## src/rtl/rom_load_sequencer_pkg.sv

```systemverilog
// rom_load_sequencer_pkg
//   Shared definitions for the cartridge load sequencer: word packing
//   geometry, colour codes, sequencer state encoding and the checksum step
//   used when ROM_CHECKSUM_EN is defined.
package rom_load_sequencer_pkg;

  localparam int NIBS_PER_WORD = 6;
  localparam int DATA_W        = 2 * NIBS_PER_WORD;
  localparam int NIB_CNT_W     = $clog2(NIBS_PER_WORD);

  typedef enum logic [1:0] {
    RED    = 2'b00,
    GREEN  = 2'b01,
    BLUE   = 2'b10,
    YELLOW = 2'b11
  } color_t;

  typedef enum logic [2:0] {
    S_IDLE,
    S_WAIT_NIB,
    S_TRIGGER,
    S_WAIT_DET,
    S_PACK,
    S_WRITE,
    S_DONE,
    S_ERROR
  } state_t;

  // Folds one written word into the running 8-bit checksum: low byte plus
  // the upper nibble, modulo 256.
  function automatic logic [7:0] checksumStep(input logic [7:0] sum,
                                              input logic [DATA_W-1:0] word);
    return sum + word[7:0] + {4'h0, word[11:8]};
  endfunction

endpackage

```

## src/rtl/rom_load_sequencer_nib_packer.sv

```systemverilog
// nib_packer
//   Shift register that collects 2-bit colours into a DATA_W word, first
//   colour ending up in the top bits, plus the count of nibs in the word.
//   A flush left-aligns a partial word and zero fills the unused low nibs.
// Ports
//   i_clk, i_rst   clock, async active-high reset
//   i_clear        empty the word and nib count (new load)
//   i_shift        shift i_color into the bottom of the word
//   i_color        colour code being shifted in
//   i_advance      count the nib just shifted (wraps after a full word)
//   i_flush        left-align the partial word, reset nib count
//   o_word         packed word
//   o_nibCnt       nibs already counted in the current word
//   o_wordFull     the nib being counted completes the word
module nib_packer
  import rom_load_sequencer_pkg::*;
(
  input  logic                 i_clk,
  input  logic                 i_rst,
  input  logic                 i_clear,
  input  logic                 i_shift,
  input  logic [1:0]           i_color,
  input  logic                 i_advance,
  input  logic                 i_flush,
  output logic [DATA_W-1:0]    o_word,
  output logic [NIB_CNT_W-1:0] o_nibCnt,
  output logic                 o_wordFull
);

  localparam int SHIFT_W = $clog2(DATA_W + 1);

  logic [DATA_W-1:0]    r_word;
  logic [NIB_CNT_W-1:0] r_nibCnt;
  logic [SHIFT_W-1:0]   w_flushShift;

  // Stale bits from the previous word sit above the fresh nibs; shifting by
  // the number of missing nibs pushes them out and zero fills the bottom.
  assign w_flushShift = SHIFT_W'(2 * (NIBS_PER_WORD - int'(r_nibCnt)));
  assign o_wordFull   = (r_nibCnt == NIB_CNT_W'(NIBS_PER_WORD - 1));
  assign o_word       = r_word;
  assign o_nibCnt     = r_nibCnt;

  always_ff @(posedge i_clk or posedge i_rst) begin
    if (i_rst) begin
      r_word   <= '0;
      r_nibCnt <= '0;
    end else if (i_clear) begin
      r_word   <= '0;
      r_nibCnt <= '0;
    end else if (i_shift) begin
      r_word <= {r_word[DATA_W-3:0], i_color};
    end else if (i_flush) begin
      r_word   <= r_word << w_flushShift;
      r_nibCnt <= '0;
    end else if (i_advance) begin
      r_nibCnt <= o_wordFull ? '0 : r_nibCnt + NIB_CNT_W'(1);
    end
  end

endmodule

```

## src/rtl/rom_load_sequencer.sv

```systemverilog
// rom_load_sequencer
//   Sequences one cartridge read: waits for nib-centre pulses, triggers one
//   colour detection per nib, packs colours six per word and writes the
//   words to program RAM, holding the CPU in reset until the load is done.
//   Optional feature macro: ROM_CHECKSUM_EN (running 8-bit checksum of
//   written words; tied to zero when undefined).
// Ports
//   i_clk, i_rst      1 MHz clock, async active-high reset
//   i_start           load request, honoured only in IDLE/DONE/ERROR
//   i_nibCenter       nib-centre pulse from the motion controller
//   i_rowDone         traverse finished (level)
//   o_detStart        one-cycle colour detection request
//   i_detDone         detection result valid, i_detColor holds the colour
//   o_ramWe           one-cycle RAM write strobe
//   o_ramWaddr        RAM write address
//   o_ramWdata        packed word, first nib in the top bits
//   o_cpuHold         CPU held in reset
//   o_busy/o_done/o_error  load in progress / completed / aborted
//   o_wordsWritten    completed writes
//   o_checksum        running checksum
module rom_load_sequencer
  import rom_load_sequencer_pkg::*;
#(
  parameter int WORDS_TOTAL = 60,
  parameter int ADDR_W      = 8,
  parameter int DET_TIMEOUT = 65535
) (
  input  logic              i_clk,
  input  logic              i_rst,
  input  logic              i_start,
  input  logic              i_nibCenter,
  input  logic              i_rowDone,
  output logic              o_detStart,
  input  logic              i_detDone,
  input  logic [1:0]        i_detColor,
  output logic              o_ramWe,
  output logic [ADDR_W-1:0] o_ramWaddr,
  output logic [DATA_W-1:0] o_ramWdata,
  output logic              o_cpuHold,
  output logic              o_busy,
  output logic              o_done,
  output logic              o_error,
  output logic [ADDR_W-1:0] o_wordsWritten,
  output logic [7:0]        o_checksum
);

  localparam int TMO_W = $clog2(DET_TIMEOUT + 1);

  state_t               r_state;
  state_t               w_nextState;
  logic [ADDR_W-1:0]    r_wordCnt;
  logic                 r_lastWrite;
  logic [TMO_W-1:0]     r_tmo;
  logic                 w_accept;
  logic                 w_shift;
  logic                 w_advance;
  logic                 w_flush;
  logic [DATA_W-1:0]    w_word;
  logic [NIB_CNT_W-1:0] w_nibCnt;
  logic                 w_wordFull;

  nib_packer u_packer (
    .i_clk      (i_clk),
    .i_rst      (i_rst),
    .i_clear    (w_accept),
    .i_shift    (w_shift),
    .i_color    (i_detColor),
    .i_advance  (w_advance),
    .i_flush    (w_flush),
    .o_word     (w_word),
    .o_nibCnt   (w_nibCnt),
    .o_wordFull (w_wordFull)
  );

  // Next state and strobes. Overrun (nib_center while a detection is still
  // outstanding) takes priority over a detection completing. The timeout
  // fires when the cycle now ending would be the DET_TIMEOUT-th in WAIT_DET.
  always_comb begin
    w_nextState = r_state;
    w_accept    = 1'b0;
    w_shift     = 1'b0;
    w_advance   = 1'b0;
    w_flush     = 1'b0;
    o_detStart  = 1'b0;
    o_ramWe     = 1'b0;
    case (r_state)
      S_IDLE, S_DONE, S_ERROR: begin
        if (i_start) begin
          w_accept    = 1'b1;
          w_nextState = S_WAIT_NIB;
        end
      end
      S_WAIT_NIB: begin
        if (i_nibCenter) begin
          w_nextState = S_TRIGGER;
        end else if (i_rowDone) begin
          if (w_nibCnt != '0) begin
            w_flush     = 1'b1;
            w_nextState = S_WRITE;
          end else begin
            w_nextState = S_DONE;
          end
        end
      end
      S_TRIGGER: begin
        o_detStart  = 1'b1;
        w_nextState = i_nibCenter ? S_ERROR : S_WAIT_DET;
      end
      S_WAIT_DET: begin
        if (i_nibCenter) begin
          w_nextState = S_ERROR;
        end else if (i_detDone) begin
          w_shift     = 1'b1;
          w_nextState = S_PACK;
        end else if (r_tmo == TMO_W'(DET_TIMEOUT - 1)) begin
          w_nextState = S_ERROR;
        end
      end
      S_PACK: begin
        w_advance   = 1'b1;
        w_nextState = w_wordFull ? S_WRITE : S_WAIT_NIB;
      end
      S_WRITE: begin
        o_ramWe = 1'b1;
        if (r_lastWrite || (r_wordCnt == ADDR_W'(WORDS_TOTAL - 1))) begin
          w_nextState = S_DONE;
        end else begin
          w_nextState = S_WAIT_NIB;
        end
      end
      default: w_nextState = S_IDLE;
    endcase
  end

  // State register, word counter (also the write address), the flag that
  // makes a flushed partial word the final write, and the detection timer.
  always_ff @(posedge i_clk or posedge i_rst) begin
    if (i_rst) begin
      r_state     <= S_IDLE;
      r_wordCnt   <= '0;
      r_lastWrite <= 1'b0;
      r_tmo       <= '0;
    end else begin
      r_state <= w_nextState;
      if (w_accept) begin
        r_wordCnt   <= '0;
        r_lastWrite <= 1'b0;
      end else if (r_state == S_WRITE) begin
        r_wordCnt <= r_wordCnt + ADDR_W'(1);
      end
      if (w_flush) begin
        r_lastWrite <= 1'b1;
      end
      if (r_state == S_TRIGGER) begin
        r_tmo <= '0;
      end else if (r_state == S_WAIT_DET) begin
        r_tmo <= r_tmo + TMO_W'(1);
      end
    end
  end

`ifdef ROM_CHECKSUM_EN
  logic [7:0] r_checksum;

  // Accumulates every word as it is strobed into RAM.
  always_ff @(posedge i_clk or posedge i_rst) begin
    if (i_rst) begin
      r_checksum <= 8'h00;
    end else if (w_accept) begin
      r_checksum <= 8'h00;
    end else if (r_state == S_WRITE) begin
      r_checksum <= checksumStep(r_checksum, w_word);
    end
  end

  assign o_checksum = r_checksum;
`else
  assign o_checksum = 8'h00;
`endif

  assign o_ramWaddr     = r_wordCnt;
  assign o_ramWdata     = w_word;
  assign o_wordsWritten = r_wordCnt;
  assign o_done         = (r_state == S_DONE);
  assign o_error        = (r_state == S_ERROR);
  assign o_cpuHold      = (r_state != S_DONE);
  assign o_busy         = !((r_state == S_IDLE) || (r_state == S_DONE) ||
                            (r_state == S_ERROR));

endmodule

```

## config.mk

```make
export PLATFORM = sky130hd
export DESIGN_NAME = rom_load_sequencer
export DESIGN_NICKNAME = d
export VERILOG_FILES = /design/src/rtl/rom_load_sequencer_pkg.sv /design/src/rtl/rom_load_sequencer_nib_packer.sv /design/src/rtl/rom_load_sequencer.sv
export SDC_FILE = /design/constraint.sdc
export NUM_CORES = 1
export LEC_CHECK = 0
export ABC_AREA = 1
export CORE_ASPECT_RATIO = 1.5
export CORE_MARGIN = 2
export CORE_UTILIZATION = 54
export CTS_BUF_LIST = sky130_fd_sc_hd__clkbuf_4 sky130_fd_sc_hd__clkbuf_8 sky130_fd_sc_hd__clkbuf_16
export DETAILED_ROUTE_END_ITERATION = 10
export GPL_TIMING_DRIVEN = 0
export PLACE_DENSITY = 0.81
export SLEW_MARGIN = 20
export SYNTH_ARGS = -nofsm -noshare
export SYNTH_HDL_FRONTEND = slang
export SYNTH_SLANG_ARGS = --single-unit
```

## constraint.sdc

```tcl
create_clock -name i_clk -period 2.2 [get_ports i_clk]
set_input_delay 0.55 -clock i_clk [delete_from_list [all_inputs] [get_ports i_clk]]
set_output_delay 0.55 -clock i_clk [all_outputs]
set_load 0.03 [all_outputs]
```

==> impl_metrics.ini, run 1 <==
[status]
outcome = finished clean

[timing]
fmax_ghz = 0.471
drv_slew = 0
setup-violations-final = 0
setup_slack_ns = 0.0762
worst_clock_skew_ns = 0.00305
finalSetupTns_ns = 0
holdWs_ns = 0.489
rsz0062_at_grt = no
min_period_ns = 2.12
hold_violations = 0
period_share_pct = 96.5

[power]
seq_power_share_pct = 29.2
switching_share_pct = 47.9
clkPwrFrac_pct = 16.5
p_sw_mw = 1.83
p_leak_nw = 1.84
power_density_nw_per_um2 = 1030
pwr-share-comb_pct = 54.3
irDropWorstVdd_uv = 587
intPower_mw = 2.00

[clock_tree]
htreeDepth = 2
clk_pin_slew_ns = 0.09
root_buffer = clkbuf_8
clock_sinks = 43
clockBufferDepth = 2
worstSkewPairLatency_ns = 0.30
cts_hold_buffers = 0
cts_tree = done
cts_buffers = 5

[hold_path]
hold_start = u_packer.o_word[11]$_DFFE_PP0P_
hold_path_class = reg -> reg
hold_path_depth = 2
hold_end = u_packer.o_word[11]$_DFFE_PP0P_

[setup_path]
rrSetupSlack_ns = 0.19
critPathRequiredTime_ns = 1.65
arrival_ns = 1.57
setup.worst_path.class = reg -> out
start_kind = flip-flop
rr_worst_depth = 10
endpoint_kind = output pin
r2r-end = u_packer.o_word[10]$_DFFE_PP0P_
crit_fanout = 6
reg2reg_from = u_packer.o_nibCnt[0]$_DFFE_PP0P_

[logic_synthesis]
synth_compound_area_share_pct = 9.73
syn_avg_cell_area_um2 = 6.81
ys_seq_area_share_pct = 35.6
muxShareOfSynthArea_pct = 0
synth_top_family_by_area = simple AND/OR/NAND/NOR gates
synth_xor_area_share_pct = 1.16
yosys_warnings = 0
syn-cell-area_um2 = 3020
synthSimpleGateAreaFrac_pct = 38.3
synth.distinct_cells = 33
ys_seq_elements = 43
syn_inst = 444
synthAdderAreaFrac_pct = 2.90

[routing]
vias = 2983
drt_iter0_markers = 176
detail_route.wl_per_cell_um = 12.4
drc_errors = 0
ant_nets = 0
wirelength_um = 7110
drt_pre_antenna_iters = 6
vias_per_cell = 5.21

[die]
die_height_um = 95.6
ioPinCount = 50
rows = 33
initial_core_util_pct = 55.4
die-area_um2 = 6220
die_x_um = 65.1
core_um2 = 5450

[placed_design]
portBuffers = 41
hpwlAfterDp_um = 5300
globalplace.congestion = 0.848
pre_cts_ws_ns = -0.0811

[global_route]
grt_pass1_vias = 2888
antenna_found_initial = 0
grt_pass1_wl_um = 12000
grt_max_degree = 28
grt_usage_pct = 24.6
overflow = 0

[run]
drv_cap = 0

[layout]
nets = 517
layout_common_cells = nand2_1 (148), nor2_1 (49), inv_1 (46), dfrtp_1 (41), clkdlybuf4s50_1 (35)
syn_to_final_growth_pct = 22.6
n_antenna_cell = 0
drive_gt1_share_pct = 13.9
final_common_cell = nand2_1
[worst max-delay path by stage]
stage	start	endpoint	slack [ns]	cells after the start
global route	r_state[1]$_DFFE_PP0P_	o_detStart	0.02	5
floorplan	r_state[2]$_DFFE_PP0P_	o_cpuHold	0.30	3
finish	o_ramWaddr[0]$_DFFE_PP0P_	o_wordsWritten[0]	0.08	2
detailed placement	r_state[0]$_DFFE_PP0P_	o_detStart	-0.08	5
global placement	i_rst	o_ramWaddr[7]$_DFFE_PP0P_	-0.31	2
CTS	r_state[0]$_DFFE_PP0P_	o_detStart	0.04	5
[stage by stage]
stage,power (mW),instances,utilization (%),area [um2]
global placement,3.12,562,65.2,3550
CTS,3.80,571,67.6,3690
finish,3.83,573,68.0,3700
global route,4.12,573,68.0,3700
detailed placement,3.17,563,65.5,3570
floorplan,2.58,451,-,3050
[critical path, stage by stage (launching register included)]
cell and delay, ns:
dfrtp_1 0.47, buf_4 0.15, clkdlybuf4s50_1 0.66
[cells by family after synthesis]
group / Yosys count
XOR/XNOR: 4
adder cells (fa/ha/maj): 7
AND/OR/NAND/NOR: 261
buffers and inverters: 75
flip-flops: 43
AO/OA/AOI/OAI: 53
other: 1
[routing by layer]
| layer | track usage (%) | wire length [um] | up-vias |
|---|---|---|---|
| met4 | 10.9 | 175 | 0 |
| met1 | 26.4 | 2850 | 1371 |
| met3 | 4.25 | 328 | 21 |
| met2 | 46.4 | 3760 | 98 |
| li1 | - | - | 1493 |
| met5 | 0 | 0 | - |
[final cells by class]
class / count / area (um2)
multi-input combinational: 333 / 1610
tap: 70 / 87.6
timing repair buffer: 44 / 442
inverter: 53 / 204
sequential: 43 / 1080
clock inverter: 3 / 43.8
buffer: 22 / 168
fill: 487 / 1750
clock buffer: 5 / 68.8
[flip-flops by register name, indices dropped and copies added, names as in the netlist]
signal,cells
r_tmo,16
u_packer.o_word,12
o_ramWaddr,8
r_state,3
u_packer.o_nibCnt,3
r_lastWrite,1
[cells in the mapped netlist (all sizes together)]
| cell type | instances | area, um2 |
|---|---|---|
| a21oi | 9 | 45.0 |
| a22oi | 1 | 7.51 |
| buf | 21 | 164 |
| clkbuf | 1 | 3.75 |
| clkinv | 2 | 7.51 |
| conb | 1 | 3.75 |
| dfrtp | 43 | 1080 |
| ha | 7 | 87.6 |
| inv | 51 | 191 |
| nand2 | 161 | 644 |
| nand3 | 27 | 145 |
| nand4 | 10 | 68.8 |
| nor2 | 57 | 264 |
| nor3 | 5 | 30.0 |
| o211ai | 1 | 7.51 |
| o21ai | 29 | 145 |
| o21bai | 6 | 45.0 |
| o22ai | 7 | 43.8 |
| or2 | 1 | 6.26 |
| xnor2 | 2 | 17.5 |
| xor2 | 2 | 17.5 |
[repair_timing]
item / 4_1_cts / 5_1_grt
gates resized for setup: 13 / 4
endpoints found under the setup margin: 12 / 9
buffers inserted: 0 / 2
pin swaps: 0 / 1
[power by group through the flow]
stage	Sequential (mW)	Clock, mW	Combinational, mW
final	1.12	0.631	2.08
after CTS	1.12	0.640	2.04
after global routing	1.15	0.668	2.31
after floorplan	1.25	0	1.34
after global placement	1.12	0	2.00
after detailed placement	1.13	0	2.04
Power figures use the tool's default switching activity.
==> run 2: changes to the inputs <==
Settings changed: PLACE_DENSITY 0.81 to unset, PLACE_DENSITY_LB_ADDON set to 0.1.
==> run 2 against run 1 <==
Effect of this change: die area stayed put; first-iteration DRC count is 23% lower; clock power is 20% lower; combinational power hardly changed; critical path depth is 2 higher; critical path type unchanged; highest routed layer unchanged.
==> impl_metrics.ini, run 2 (synthesis gave the netlist of run 1 again) <==
[layout]
multi_input_area_um2 = 1610
nets = 517
layout_common_cells = nand2_1 (148), nor2_1 (49), inv_1 (46), dfrtp_1 (41), clkdlybuf4s50_1 (35)
seqCellArea_um2 = 1080
syn_to_final_growth_pct = 21.9
final_common_cell = nand2_1
n_antenna_cell = 0
regMostFlops = r_tmo
largest_register_ffs = 16
n_fill_cell = 507
final_core_util_pct = 67.6
drive_gt1_share_pct = 13.7
stdcell_count = 572

[routing]
drc_errors = 0
ant_nets = 0
wirelength_um = 7090
drt_iter0_markers = 135
drt_pre_antenna_iters = 4
vias_per_cell = 5.10
detail_route.wl_per_cell_um = 12.4
vias = 2915

[timing]
hold_violations = 0
holdWs_ns = 0.488
worst_clock_skew_ns = 0.0120
drv_slew = 0
min_period_ns = 2.12
setup_slack_ns = 0.0791
fmax_ghz = 0.472
setup-violations-final = 0
rsz0062_at_grt = no
period_share_pct = 96.4

[clock_tree]
cts_tree = done
cts_buffers = 5
clock_sinks = 43
root_buffer = clkbuf_8
worstSkewPairLatency_ns = 0.30
clockBufferDepth = 2
htreeDepth = 2
clk_pin_slew_ns = 0.09

[power]
power_mw = 3.70
seq_power_share_pct = 30.2
switching_share_pct = 49.1
power_density_nw_per_um2 = 1010
p_sw_mw = 1.82
intPower_mw = 1.88
pwr-share-comb_pct = 56.2
p_leak_nw = 1.84
clkPwrFrac_pct = 13.6
irDropWorstVdd_uv = 687

[placed_design]
pre_cts_ws_ns = -0.0725
portBuffers = 41
globalplace.congestion = 0.884
dp.cells = 563
hpwlAfterDp_um = 5410

[global_route]
grt_pass1_wl_um = 11900
grt_max_degree = 31
grt_usage_pct = 24.2
overflow = 0
antenna_found_initial = 0
grt_pass1_vias = 2760

[setup_path]
critPathRequiredTime_ns = 1.65
start_kind = flip-flop
setup.worst_path.class = reg -> out
arrival_ns = 1.57
endpoint_kind = output pin
crit_fanout = 6

[hold_path]
hold_path_class = reg -> reg

[run]
drv_cap = 0

[die]
ioPinCount = 50
die_height_um = 95.6
initial_core_util_pct = 55.4
core_um2 = 5450
rows = 33
die_x_um = 65.1
die-area_um2 = 6220

[status]
outcome = finished clean
## run 2: timing repair
action                                  CTS  global route
gates resized for setup                  12             5
endpoints found under the setup margin   12             9
hold buffers                              0             0
pin swaps                                 0             1
setup buffers                             0             2
cloned                                    0             0
## run 2: power groups by stage
stage / Sequential, mW / Combinational [mW] / Clock [mW]
after CTS: 1.11 / 2.05 / 0.509
final: 1.12 / 2.08 / 0.503
after floorplan: 1.25 / 1.34 / 0
after detailed placement: 1.12 / 2.05 / 0
after global routing: 1.15 / 2.30 / 0.538
after global placement: 1.12 / 2.02 / 0
## run 2: area by class of cell
class / count / share of cell area (%)
inverters: 53 / 5.54
clock inverters: 2 / 0.374
repair buffers: 44 / 12.1
multi-input cells: 333 / 43.8
flip-flops and latches: 43 / 29.3
plain buffers: 22 / 4.62
well taps: 70 / 2.38
clock buffers: 5 / 1.87
## run 2: path summary, 6_finish.rpt
path / from / to / slack, ns / cells after the start
setup reg to reg: u_packer.o_nibCnt[0]$_DFFE_PP0P_ / u_packer.o_word[9]$_DFFE_PP0P_ / 0.19 / 10
min in group asynchronous: i_rst / r_tmo[5]$_DFFE_PP0P_ / 0.52 / 2
hold reg to reg: u_packer.o_word[10]$_DFFE_PP0P_ / u_packer.o_word[10]$_DFFE_PP0P_ / 0.49 / 2
max in group asynchronous: i_rst / u_packer.o_nibCnt[0]$_DFFE_PP0P_ / 1.20 / 3
setup / recovery: r_state[1]$_DFFE_PP0P_ / o_ramWe / 0.08 / 4
hold / removal: u_packer.o_word[10]$_DFFE_PP0P_ / u_packer.o_word[10]$_DFFE_PP0P_ / 0.49 / 2
## run 2: routing by layer
layer / up-vias / global-route usage (%) / wire, um
met5: - / 0 / 0
met4: 0 / 9.55 / 197
met3: 17 / 3.54 / 299
met2: 80 / 45.3 / 3770
met1: 1322 / 27.2 / 2820
li1: 1496 / - / -
## run 2: worst max-delay path, cell delays in order, from the launching register on
cell,delay (ns)
dfrtp_1,0.45
inv_2,0.17
nand2_2,0.12
nor2_4,0.21
clkdlybuf4s15_2,0.33
## run 2: stage by stage
step / cell area [um2] / TNS (ns)
finish: 3680 / 0
detailed placement: 3570 / -0.360
floorplan: 3050 / 0
global route: 3680 / 0
CTS: 3660 / 0
global placement: 3550 / -12.74
==> run 3: changes to the inputs <==
Settings changed: SETUP_SLACK_MARGIN set to 0.1, TNS_END_PERCENT set to 10.
==> run 3 against run 2 <==
Effect of this change: utilization shrank 0.25 points; register-to-register slack gained 0.04 ns; maximum frequency up 1.3%; final area shrank 0.37%; power fell by 0.36%; combinational power is essentially flat; sequential cell count is the same; clock skew about the same; critical path depth decreased by 2; clock power barely moved; routed wire length hardly changed; die area unchanged; largest power group unchanged.
==> impl_metrics.ini, run 3 (synthesis gave the netlist of run 1 again) <==
[die]
ioPinCount = 50
rows = 33
initial_core_util_pct = 55.4
die-area_um2 = 6220
die_height_um = 95.6
die_x_um = 65.1
core_um2 = 5450

[clock_tree]
cts_buffers = 5
cts_tree = done
root_buffer = clkbuf_8
clock_sinks = 43
htreeDepth = 2
worstSkewPairLatency_ns = 0.30
clk_pin_slew_ns = 0.08
clockBufferDepth = 2

[setup_path]
critPathRequiredTime_ns = 1.65
rr_worst_depth = 10
arrival_ns = 1.54
start_kind = flip-flop
crit_fanout = 6
r2r-end = u_packer.o_word[9]$_DFFE_PP0P_
reg2reg_from = u_packer.o_nibCnt[0]$_DFFE_PP0P_
rrSetupSlack_ns = 0.23
setup.worst_path.class = reg -> out
endpoint_kind = output pin

[placed_design]
globalplace.congestion = 0.884
dpl-instance-area_um2 = 3570
hpwlAfterDp_um = 5410
portBuffers = 41

[hold_path]
hold_path_depth = 2
hold_end = u_packer.o_word[10]$_DFFE_PP0P_
hold_start = u_packer.o_word[10]$_DFFE_PP0P_
hold_path_class = reg -> reg

[timing]
period_share_pct = 95.2
drv_slew = 0
hold_violations = 0
min_period_ns = 2.09
worst_clock_skew_ns = 0.0116
rsz0062_at_grt = yes
fmax_ghz = 0.477
holdWs_ns = 0.488
finalSetupTns_ns = 0
setup-violations-final = 0

[run]
drv_cap = 0

[layout]
nets = 517
final_common_cell = nand2_1
layout_common_cells = nand2_1 (148), nor2_1 (49), inv_1 (47), dfrtp_1 (40), clkdlybuf4s50_1 (32)
final_core_util_pct = 67.3
syn_to_final_growth_pct = 21.4
largest_register_ffs = 16
regMostFlops = r_tmo
fin_area_um2 = 3670
drive_gt1_share_pct = 14.1
n_antenna_cell = 0

[power]
p_sw_mw = 1.81
irDropWorstVdd_uv = 619
clkPwrFrac_pct = 13.6
p_leak_nw = 1.85
power_mw = 3.69
seq_power_share_pct = 30.4
power_density_nw_per_um2 = 1010
pwr-share-comb_pct = 56.0
intPower_mw = 1.87
switching_share_pct = 49.2

[routing]
ant_nets = 0
vias_per_cell = 5.11
vias = 2923
detail_route.wl_per_cell_um = 12.4
drt_pre_antenna_iters = 5
wirelength_um = 7090
drc_errors = 0
drt_iter0_markers = 140

[global_route]
grt_pass1_wl_um = 11900
grt_usage_pct = 24.2
overflow = 0
antenna_found_initial = 0
grt_pass1_vias = 2766
grt_max_degree = 31

[status]
outcome = finished clean
## run 3: worst max-delay path by stage
stage / startpoint / end / slack (ns)
CTS: r_state[1]$_DFFE_PP0P_ / o_ramWe / 0.04
finish: o_ramWaddr[3]$_DFFE_PP0P_ / o_wordsWritten[3] / 0.11
detailed placement: u_packer.o_nibCnt[0]$_DFFE_PP0P_ / u_packer.o_word[9]$_DFFE_PP0P_ / -0.07
global placement: i_rst / o_ramWaddr[1]$_DFFE_PP0P_ / -0.30
global route: r_state[2]$_DFFE_PP0P_ / o_busy / 0.07
floorplan: r_state[2]$_DFFE_PP0P_ / o_cpuHold / 0.30
## run 3: power by group through the flow
stage                     clock, mW  combinational [mW]  sequential, mW
after global routing          0.538                2.28            1.15
after CTS                     0.509                2.04            1.11
after detailed placement          0                2.05            1.12
final                         0.502                2.06            1.12
after global placement            0                2.02            1.12
after floorplan                   0                1.34            1.25
## run 3: cell type report
type / instances / area (um2)
Buffer: 22 / 168
Clock buffer: 5 / 68.8
Clock inverter: 2 / 13.8
Fill cell: 507 / 1780
Inverter: 53 / 204
Multi-Input combinational cell: 333 / 1610
Sequential cell: 43 / 1080
Tap cell: 70 / 87.6
Timing Repair Buffer: 44 / 434
## run 3: timing repair
item                       4_1_cts  5_1_grt
buffers inserted                 0        2
setup endpoints to repair       14       14
pin swaps                        0        1
hold buffers                     0        0
gates resized for setup         18        6
## run 3: per-stage QoR
stage          cells  setup WS (ns)
2_1_floorplan    451          0.298
3_3_place_gp     562         -0.297
3_5_place_dp     563        -0.0725
4_1_cts          570         0.0372
5_1_grt          572         0.0693
6_report         572          0.106
## run 3: critical path: stages, from the launching register on
cell and delay, ns:
dfrtp_1 0.45, buf_4 0.14, clkdlybuf4s50_1 0.65
## run 3: routing by layer
layer | routed length (um) | vias to the layer above | track usage, %
li1 | - | 1499 | -
met3 | 288 | 22 | 3.54
met2 | 3720 | 73 | 45.4
met5 | 0 | - | 0
met4 | 225 | 0 | 9.55
met1 | 2850 | 1329 | 27.3
==> RTL edit 1, RTL diff (flow settings as in run 2) <==
The 8 states of `state_t` get a one-hot encoding in 8 bits.
--- a/src/rtl/rom_load_sequencer_pkg.sv
+++ b/src/rtl/rom_load_sequencer_pkg.sv
@@ -16,13 +16,13 @@
   } color_t;
 
-  typedef enum logic [2:0] {
-    S_IDLE,
-    S_WAIT_NIB,
-    S_TRIGGER,
-    S_WAIT_DET,
-    S_PACK,
-    S_WRITE,
-    S_DONE,
-    S_ERROR
+  typedef enum logic [7:0] {
+    S_IDLE     = 8'b00000001,
+    S_WAIT_NIB = 8'b00000010,
+    S_TRIGGER  = 8'b00000100,
+    S_WAIT_DET = 8'b00001000,
+    S_PACK     = 8'b00010000,
+    S_WRITE    = 8'b00100000,
+    S_DONE     = 8'b01000000,
+    S_ERROR    = 8'b10000000
   } state_t;
 
Check against the original RTL: no difference found for any inputs over 10 cycles, from zero or initial values and one cycle with i_rst high; not proved beyond that.
==> RTL edit 1 against run 2 <==
Sequential cell count grew 5; wire length grew 21%; sequential share of layout area is 0.30 points higher; final area rose by 11%; setup slack got worse by 0.012 ns; utilization fell by 1.1 points; via count up 13%; register-to-register slack better by 0.04 ns; first-iteration DRC count up 21%; global-route usage up 1.7 points; area after synthesis increased by 13%; clock skew increased by 0.00082 ns.
Power is not compared: it rests on default switching activity, and its combinational part moved more than twofold at a synthesized area within 25%.
==> RTL edit 1: results (changes against run 2) <==
[global_routing]
grt_first_pass_wirelength_um = 13800  ; was 11,900 um
grt.total_usage = 0.259  ; was 0.242

[final_layout]
signal_buffers = 69  ; was 66
layout.area.seq_sq_um = 1200  ; was 1080 sq um
layout-drive-gt1-share = 0.158  ; was 0.137
multi_input_cells = 363  ; was 333
clkbuf_count = 7  ; was 5
buffer_area_frac = 0.153  ; was 0.168
final_cell_area_sq_um = 4070  ; was 3680 sq um
final.fill_count = 564  ; was 507
count_of_inverters_not_on_the_clock_network_in_the_layout = 62  ; was 53
nets = 564  ; was 517

[floorplanning]
floorplan.die.width_um = 68.8  ; was 65.1 um

[worst_setup_path]
critical_path.reg2reg.endpoint = u_packer.o_word[10]  ; was u_packer.o_word[9]
critical_path.max_fanout = 5  ; was 6
worst_setup_path_startpoint = r_state[7]  ; was r_state[1]

[placement]
post-place-cells = 613  ; was 563
placement_stage_worst_setup_slack_ns = -0.233  ; was -0.0725 ns

[sta]
max_clock_freq_mhz = 469  ; was 472 MHz
final_worst_path_period_share = 0.970  ; was 0.964
timing.clock.skew_ns = 0.0129  ; was 0.0120 ns
holdWs_ns = 0.490  ; was 0.488 ns

[detailed_routing]
vias_per_cell = 5.28  ; was 5.10

[synthesis]
yosysUniqueCellTypes = 35  ; was 33
yosys_register_bits = 48  ; was 43
ys_seq_area_frac = 0.353  ; was 0.356

[run_status]
outcome = complete, no violations  ; unchanged

[power_and_ir_drop]
totalPowerFinal_uw = 2330

RTL edit 1: changes by cell type after synthesis, moves of 7 or more:
cell / delta
sky130_fd_sc_hd__o21ai_0: -9
sky130_fd_sc_hd__nand3_1: +17
sky130_fd_sc_hd__nor3_1: +9
sky130_fd_sc_hd__nand4_1: +15
sky130_fd_sc_hd__nor2_1: -9
sky130_fd_sc_hd__inv_1: +7
sky130_fd_sc_hd__nand2_1: +12
RTL edit 1: per-layer routing:
layer | GRT usage | up-vias | routed length (um)
li1 | - | 1657 | -
met1 | 0.280 | 1552 | 3410
met2 | 0.479 | 71 | 4710
met3 | 0.0333 | 15 | 255
met4 | 0.119 | 0 | 172
met5 | 0 | - | 0
RTL edit 1: cell families after synthesis:
family          share of synthesized area
compound gates                     0.0555
xor+xnor                           0.0103
fa+ha+maj                          0.0257
buf+inv                             0.123
flops                               0.353
other cells                       0.00110
simple gates                        0.431
==> RTL edit 2, RTL diff (config.mk and constraints of run 2) <==
Without the edit above. Change the parameter `WORDS_TOTAL` from 60 to 30.
--- a/src/rtl/rom_load_sequencer.sv
+++ b/src/rtl/rom_load_sequencer.sv
@@ -22,5 +22,5 @@
   import rom_load_sequencer_pkg::*;
 #(
-  parameter int WORDS_TOTAL = 60,
+  parameter int WORDS_TOTAL = 30,
   parameter int ADDR_W      = 8,
   parameter int DET_TIMEOUT = 65535
Check against the original RTL: same outputs for any inputs over 10 cycles, from zero or initial values and one cycle with i_rst high; that may be too few to reach the edited logic, so the function may still have changed.
==> RTL edit 2 against run 2 <==
Area after synthesis rose by 0.58%; total power is 3.8% higher; clock skew shrank 0.0036 ns; sequential cell count is the same; wire length grew 2.4%; final area increased by 0.71%; setup slack better by 0.021 ns; die area increased by 0.55%; largest cell class unchanged; highest routed layer unchanged.
==> RTL edit 2: results (changes against run 2) <==
[detailed_routing]
detailroute.wirelength.met3_um = 206  ; was 299 um
detail_route.wirelength_um = 7260  ; was 7090 um
detail_route_met2_wl_um = 3990  ; was 3770 um
drt-initial-drc-count = 190  ; was 135
dr_total_vias = 3013  ; was 2,915

[synthesis]
average_cell_area_after_synthesis_sq_um = 6.66  ; was 6.81 sq um
synth_compound_area_frac = 0.0840  ; was 0.0973
synth_top_cells_by_area = sky130_fd_sc_hd__dfrtp_1, sky130_fd_sc_hd__nand2_1, sky130_fd_sc_hd__inv_1, sky130_fd_sc_hd__nor2_1, sky130_fd_sc_hd__nand3_1  ; was sky130_fd_sc_hd__dfrtp_1, sky130_fd_sc_hd__nand2_1, sky130_fd_sc_hd__nor2_1, sky130_fd_sc_hd__inv_1, sky130_fd_sc_hd__buf_4
top_post_synthesis_cells_by_count = sky130_fd_sc_hd__nand2_1, sky130_fd_sc_hd__inv_1, sky130_fd_sc_hd__nor2_1  ; was sky130_fd_sc_hd__nand2_1, sky130_fd_sc_hd__nor2_1, sky130_fd_sc_hd__inv_1
synthXorXnorAreaFrac = 0.00865  ; was 0.0116

[final_layout]
count_of_inverters_not_on_the_clock_network_in_the_layout = 63  ; was 53
signal_buffers = 65  ; was 66
clockNetworkAreaShare = 0.0287  ; was 0.0224
clkbuf_count = 6  ; was 5
register_share_of_the_cell_area = 0.291  ; was 0.293
multi_input_cells = 334  ; was 333
layout.cells.non_filler = 582  ; was 572
layout-drive-gt1-share = 0.125  ; was 0.137
fraction_of_area_in_multi_input_gates = 0.433  ; was 0.438
final.fill_count = 515  ; was 507
final_cell_area_sq_um = 3710  ; was 3680 sq um

[worst_setup_path]
slowest_cell_on_the_critical_path = sky130_fd_sc_hd__clkdlybuf4s50_1  ; was sky130_fd_sc_hd__dfrtp_1
arrival_ns = 1.55  ; was 1.57 ns

[placement]
routabilityCongestion = 0.865  ; was 0.884
placedInstanceArea_sq_um = 3580  ; was 3570 sq um
placement_stage_worst_setup_slack_ns = -0.180  ; was -0.0725 ns

[global_routing]
grt_first_pass_wirelength_um = 12300  ; was 11,900 um
globalRouteMet2Util = 0.466  ; was 0.453

[sta]
timing.clock.skew_ns = 0.00846  ; was 0.0120 ns

[power_and_ir_drop]
worst_ir_drop_vdd_mv = 0.644  ; was 0.687 mV
power.static_leakage_uw = 0.00189  ; was 0.00184 uW

[run_status]
outcome = complete, no violations  ; unchanged

[RTL edit 2: kinds of logic after synthesis]
logic type / Yosys count
simple gates: 269
buf+inv: 86
compound gates: 46
flops: 43
fa+ha+maj: 8
xor+xnor: 3
other cells: 1
[RTL edit 2: worst paths after layout]
| path | cells after the start | slack, ns | end |
|---|---|---|---|
| hold / removal | 2 | 0.49 | u_packer.o_word[10] |
| setup / recovery | 2 | 0.10 | o_wordsWritten[0] |
| min in group asynchronous | 2 | 0.58 | u_packer.o_word[3] |
| setup reg to reg | 10 | 0.22 | u_packer.o_word[10] |
| max in group asynchronous | 3 | 1.11 | r_state[1] |
| hold reg to reg | 2 | 0.49 | u_packer.o_word[10] |
[RTL edit 2: where the power goes]
part	total, uW	internal [uW]	switching [uW]	leakage (uW)
Combinational	2150	701	1450	0.00125
Clock	615	345	270	0.0000547
Sequential	1080	938	142	0.000585
Total	3840	1980	1860	0.00189
